**config.mk**
```make
export PLATFORM = sky130hd
export DESIGN_NAME = hint_tracker
export DESIGN_NICKNAME = d
export VERILOG_FILES = /design/src/rtl/hint_tracker.sv
export SDC_FILE = /design/constraint.sdc
export NUM_CORES = 1
export LEC_CHECK = 0
export ABC_AREA = 1
export BUFFER_PORTS_ARGS = -buffer_cell sky130_fd_sc_hd__buf_2
export CORE_ASPECT_RATIO = 1.25
export CORE_MARGIN = 10
export CORE_UTILIZATION = 55
export CTS_CLUSTER_DIAMETER = 30
export DETAILED_ROUTE_END_ITERATION = 8
export PLACE_DENSITY = 0.81
export SYNTH_ARGS = -nofsm -noshare
export SYNTH_HDL_FRONTEND = slang
export SYNTH_SLANG_ARGS = --single-unit
```
**constraint.sdc**
```tcl
create_clock -name clk -period 6.9 [get_ports clk]
set_input_delay 0.345 -clock clk [delete_from_list [all_inputs] [get_ports clk]]
set_output_delay 0.345 -clock clk [all_outputs]
set_load 0.01 [all_outputs]
```
**src/rtl/hint_tracker.sv**
```systemverilog
// hint_tracker
//   Sits downstream of the guess evaluator. Latches a submitted guess, drives it
//   to the evaluator, captures the returned color row one cycle later, then
//   walks the five letter positions one per cycle, merging each color into a
//   26-entry keyboard hint table. Also keeps the guess counter and win/lose flags.
//
//   Optional feature: define HINT_TRACKER_HARD_MODE_EN to track the known green
//   letter per position and refuse submits that contradict one (reject pulse).
//
// Ports
//   clk          system clock, all state on rising edge
//   rst          asynchronous active-low reset
//   new_game     synchronous clear of all game state, highest priority
//   submit       single-cycle request to score guess
//   guess[24:0]  five 5-bit letter codes, position i at [5i+:5]
//   colors[9:0]  evaluator color row, position i at [2i+:2]
//   eval_guess   registered guess presented to the evaluator
//   busy         high while a guess is being processed (6 cycles)
//   reject       one-cycle pulse after a refused submit (hard mode only)
//   hints[51:0]  letter k at [2k+:2]: 00 unknown, 01 absent, 10 present, 11 correct
//   last_colors  color row of the most recent guess
//   guess_count  completed guesses this game
//   win, lose    game result flags
//
// Handshake: submit is a request sampled only when the tracker is idle, the
//   game is not over and (hard mode) the guess is consistent; any other submit
//   is dropped without queueing. busy is the "not ready" indication.
module hint_tracker #(
  parameter int MAX_GUESSES = 6
) (
  input  logic        clk,
  input  logic        rst,
  input  logic        new_game,
  input  logic        submit,
  input  logic [24:0] guess,
  input  logic [9:0]  colors,
  output logic [24:0] eval_guess,
  output logic        busy,
  output logic        reject,
  output logic [51:0] hints,
  output logic [9:0]  last_colors,
  output logic [2:0]  guess_count,
  output logic        win,
  output logic        lose
);

  typedef enum logic [1:0] {
    IDLE  = 2'd0,
    WAIT  = 2'd1,
    MERGE = 2'd2
  } state_t;

  state_t      state;
  state_t      state_nx;
  logic [2:0]  pos;
  logic        done;
  logic        accept;
  logic        consistent;
  logic [4:0]  cur_letter;
  logic [1:0]  cur_color;
  logic        last_pos;
  logic        all_green;
  logic [3:0]  count_inc;

  assign done      = win | lose;
  assign busy      = (state != IDLE);
  assign last_pos  = (pos == 3'd4);
  assign all_green = (last_colors == 10'h3FF);
  assign count_inc = {1'b0, guess_count} + 4'd1;

`ifdef HINT_TRACKER_HARD_MODE_EN
  logic [4:0] green_letter [5];
  logic [4:0] green_valid;
  logic       refuse;

  // A guess is consistent when every position with a known green letter
  // repeats that letter.
  always_comb begin
    consistent = 1'b1;
    for (int i = 0; i < 5; i++) begin
      if (green_valid[i] && (guess[5*i +: 5] != green_letter[i])) begin
        consistent = 1'b0;
      end
    end
  end

  assign refuse = (state == IDLE) && submit && !done && !consistent && !new_game;
`else
  assign consistent = 1'b1;
`endif

  assign accept = (state == IDLE) && submit && !done && consistent && !new_game;

  // Current letter/color for the merge position; positions above 4 never
  // occur in MERGE, the default arm only keeps the mux complete.
  always_comb begin
    cur_letter = eval_guess[24:20];
    cur_color  = last_colors[9:8];
    case (pos)
      3'd0: begin cur_letter = eval_guess[4:0];   cur_color = last_colors[1:0]; end
      3'd1: begin cur_letter = eval_guess[9:5];   cur_color = last_colors[3:2]; end
      3'd2: begin cur_letter = eval_guess[14:10]; cur_color = last_colors[5:4]; end
      3'd3: begin cur_letter = eval_guess[19:15]; cur_color = last_colors[7:6]; end
      default: begin cur_letter = eval_guess[24:20]; cur_color = last_colors[9:8]; end
    endcase
  end

  // State register
  always_ff @(posedge clk or negedge rst) begin
    if (!rst) begin
      state <= IDLE;
    end else begin
      state <= state_nx;
    end
  end

  // Next-state logic
  always_comb begin
    state_nx = state;
    case (state)
      IDLE:    if (accept) state_nx = WAIT;
      WAIT:    state_nx = MERGE;
      MERGE:   if (last_pos) state_nx = IDLE;
      default: state_nx = IDLE;
    endcase
    if (new_game) state_nx = IDLE;
  end

  // Datapath
  always_ff @(posedge clk or negedge rst) begin
    if (!rst) begin
      eval_guess  <= '0;
      last_colors <= '0;
      hints       <= '0;
      guess_count <= '0;
      win         <= 1'b0;
      lose        <= 1'b0;
      pos         <= '0;
    end else if (new_game) begin
      eval_guess  <= '0;
      last_colors <= '0;
      hints       <= '0;
      guess_count <= '0;
      win         <= 1'b0;
      lose        <= 1'b0;
      pos         <= '0;
    end else begin
      if (accept) begin
        eval_guess <= guess;
      end
      if (state == WAIT) begin
        last_colors <= colors;
        pos         <= '0;
      end
      if (state == MERGE) begin
        // Codes 26..31 match no table entry and are skipped naturally.
        for (int k = 0; k < 26; k++) begin
          if ((cur_letter == 5'(k)) && (cur_color > hints[2*k +: 2])) begin
            hints[2*k +: 2] <= cur_color;
          end
        end
        pos <= pos + 3'd1;
        if (last_pos) begin
          guess_count <= count_inc[2:0];
          win         <= all_green;
          lose        <= !all_green && (count_inc == 4'(MAX_GUESSES));
        end
      end
    end
  end

`ifdef HINT_TRACKER_HARD_MODE_EN
  always_ff @(posedge clk or negedge rst) begin
    if (!rst) begin
      reject      <= 1'b0;
      green_valid <= '0;
      for (int i = 0; i < 5; i++) green_letter[i] <= '0;
    end else if (new_game) begin
      reject      <= 1'b0;
      green_valid <= '0;
      for (int i = 0; i < 5; i++) green_letter[i] <= '0;
    end else begin
      reject <= refuse;
      if ((state == MERGE) && (cur_color == 2'b11)) begin
        for (int i = 0; i < 5; i++) begin
          if (pos == 3'(i)) begin
            green_letter[i] <= cur_letter;
            green_valid[i]  <= 1'b1;
          end
        end
      end
    end
  end
`else
  assign reject = 1'b0;
`endif

endmodule

```
==> results summary <==
The flow ran to the end, but the final reports show violations. The checks that failed: negative hold slack. The leakage power of the design is 0.00401 uW.

Registers are responsible for 42.9% of the overall power. The type of the setup path with the least slack is flop to flop. Summed over all layers, the global routing overflow is 0. The H-tree generated during clock tree synthesis spans 3 levels. The clock passes through at most 2 buffers.

The wire-length estimate of the detail-placed layout is 11600 um. Counting flops with an async set or reset pin after synthesis yields a share of 100%. The floorplan die area came out at 15400 um2.

The fraction of final layout cells with drive strength greater than 1 is 19.6%. Setup repair after global routing left no endpoint under its margin. The cell area power density came out at 203 nW/um2. The width of the chip is 113 um. Clock skew on the completed layout was measured at 7.77 ps. The first global-routing pass estimated 26000 um of wire. Entering global routing, the biggest net connects 53 pins.

The area of the core region is 10600 um2. The average wire per standard cell came out at 15.0 um. The root buffer cell is sky130_fd_sc_hd__clkbuf_16. The warning count from the yosys run came out at 0.

The number of global-route vias before repair came to 5438. The first-pass detailed-route iteration total is 5. The relative max-transition margin is 29.1%.

Synthesis produced a netlist whose cell count is 784. In the routed design, unresolved DRC markers number 0. The startpoint type of the worst setup path is a flop. The net count of the mapped netlist is 882. The final layout contains 1005 nets.

By count the netlist is led by sky130_fd_sc_hd__nand2_1, sky130_fd_sc_hd__nand3_1, sky130_fd_sc_hd__dfrtp_1. Compared with the post-synthesis result, the final layout area differs by 17.3%. The total net switching power came out at 439 uW. After synthesis, the largest area contributor takes up 40.7% of total cell area. The final hold slack is -10.7 ps. The final-layout setup total negative slack is 0 ps. The internal cell power came out at 981 uW. The path class of the tightest hold or removal check is primary input to asynchronous set/reset pin.

The number of max-slew violations in the final report is 0. Counting both buffers and inverters, the worst setup path holds a total of 3. The slack of the worst reg-to-reg path is 3430 ps.

In the finished design, the share of the clock period the worst path needs comes to 50.2%. The number of sinks driven by the clock tree is 97. The slew at the pin closest to its max-slew limit came out at 1060 ps.

The total vias in the final route is 5580. The delay of the slowest critical-path stage came out at 710 ps. The count of flip-flops with a built-in enable after synthesis came out at 0. The maximum operating frequency is 289 MHz. Subtracting the final worst setup slack from the clock period gives 3470 ps. In this run switching power makes up 30.9% of total power. The buffers inserted during post-CTS setup optimization came out at 0. The critical path's slowest cell is sky130_fd_sc_hd__inv_1.

The number of buffer cells added on primary ports is 131. Yosys mapped the design onto 30 distinct sky130hd cell types. The flop and latch count out of synthesis is 97. The hold violation count in the final report is 6.

The arrival time of data at the critical path endpoint came out at 3750 ps. The TritonCTS clock tree is done. The final number of setup-violating endpoints is 0. For this block, the initial DRC count from the detailed router was 261. The number of fill cells in the layout came out at 963. The row count is 42. The area of the mapped netlist came out at 5970 um2.

The effective utilization at floorplan is 56.2%. By instance count, the leading cell after synthesis is sky130_fd_sc_hd__nand2_1. The dominant register cell in the synthesized netlist is sky130_fd_sc_hd__dfrtp_1. The post-detailed-route count of antenna-violating nets came out at 0. STA puts the critical path data required time at 7180 ps. The cell class contributing the biggest share of worst-path delay is buffers and inverters. The worst setup path is captured at a flop.

The clock share of power is 35.2%. The initial antenna violation count is 0. Global routing used 20.3% of the available tracks across all layers. The area of placed instances is 6710 um2. The finished layout cell area came out at 7000 um2. The via count normalized by instance count came out at 5.34. The share of the Yosys chip area taken by registers is 40.7%. The clock insertion delay at the later pin of the skew report came out at 350 ps. The logic depth of the worst register-to-register path came out at 16.

In this run the worst path has a maximum fanout of 26. At the end of routability-driven placement, the weighted congestion stood at 0.877. The number of clock buffers inserted by TritonCTS came out at 9.

After clock tree synthesis, the clock-pin slew on the worst setup and hold paths is 70 ps. The number of primary I/O pins is 133. The beginning of the worst register-to-register path is pos[2]. The worst IR drop on VDD came out at 0.121 mV.

Sorting the synthesized cells by area gives the leading types as sky130_fd_sc_hd__dfrtp_1, sky130_fd_sc_hd__nand2_1, sky130_fd_sc_hd__nand3_1. The post-synthesis area per instance came out at 7.61 um2. The end of the worst register-to-register path is hints[27]. The synthesized design spends more area on one cell type than any other, namely sky130_fd_sc_hd__dfrtp_1. The number of gates resized after CTS was 0. The share of total power in combinational logic is 21.9%. The height of the chip is 136 um. The number of antenna diodes in the final layout is 0. The critical path goes through inv_2, ha_1, inv_1, o21ai_0, nor2_1, nand2_1, o21ai_1, inv_1, ha_1, a21oi_1, o21ai_0, nor2_1, nand2_1, nor2_1, nand2_1, nand2_1. In this design, the critical path's most frequently occurring cell is sky130_fd_sc_hd__nand2_1. For this design, the CTS-stage hold fixing added 0 buffers.

The total wire length after detailed routing is 15600 um. The tool flagged a number of max-cap violations equal to 0.
layout by cell type, fill, tap and decap left out, drive strengths merged:
| master | Yosys | final |
|---|---|---|
| a21oi | 11 | 11 |
| buf | 15 | 134 |
| bufinv | 0 | 1 |
| clkbuf | 7 | 13 |
| clkinv | 1 | 3 |
| conb | 1 | 1 |
| dfrtp | 97 | 97 |
| ha | 59 | 59 |
| inv | 88 | 88 |
| nand2 | 215 | 215 |
| nand3 | 154 | 154 |
| nand4 | 2 | 2 |
| nor2 | 81 | 81 |
| nor3 | 1 | 1 |
| nor4 | 1 | 1 |
| o21ai | 45 | 45 |
| o22ai | 3 | 3 |
| o31ai | 1 | 1 |
| or2 | 1 | 1 |
| xor2 | 1 | 1 |
state kept, by name, summed over array words and instances (netlist names):
register,flops
hints,52
eval_guess,25
last_colors,10
guess_count,3
pos,3
state,2
lose,1
win,1
cell type report:
cell class,count,area (um2),share of cell area [%]
timing repair buffer,134,681,9.72
clock buffer,13,250,3.57
sequential,97,2430,34.7
tap,132,165,2.36
clock inverter,3,40.0,0.572
inverter,89,334,4.77
multi-input combinational,576,3100,44.3
metrics by stage:
| step | power, uW | instances | setup slack [ps] | util [%] |
|---|---|---|---|---|
| final | 1420 | 1044 | 3430 | 66.0 |
| after global routing | 1500 | 1044 | 3070 | 66.0 |
| after CTS | 1430 | 1044 | 3450 | 66.0 |
| after detailed placement | 930 | 1028 | 3470 | 63.2 |
| after global placement | 922 | 1028 | 3560 | 63.2 |
| after floorplan | 828 | 784 | 4010 | - |
layer usage:
metal / share of wire [%] / global-route usage [%]
met2: 50 / 35.8
met4: 1.5 / 7.91
met1: 42 / 23.1
met5: 0 / 0
met3: 6.3 / 4.89
worst max path at each step:
stage	cells after the start	endpoint	start
after floorplan	17	hints[27]	pos[2]
after global placement	16	hints[27]	pos[2]
after detailed placement	16	hints[27]	pos[2]
after CTS	18	hints[27]	pos[1]
after global routing	16	hints[27]	pos[2]
final	16	hints[27]	pos[2]
power by group through the flow:
stage                     Clock [uW]  Sequential (uW)  Combinational (uW)
after floorplan                    0              623                 205
after global placement             0              620                 302
after detailed placement           0              619                 311
after CTS                        506              609                 314
after global routing             523              612                 361
final                            500              609                 311
logic make-up after synthesis:
logic type	after synthesis	synth area share, %
compound gates	60	5.39
xor+xnor	1	0.147
fa+ha+maj	59	12.4
buf+inv	111	7.30
flops	97	40.7
other cells	1	0.0628
simple gates	455	34.1
(Power assumes the default switching activity.)
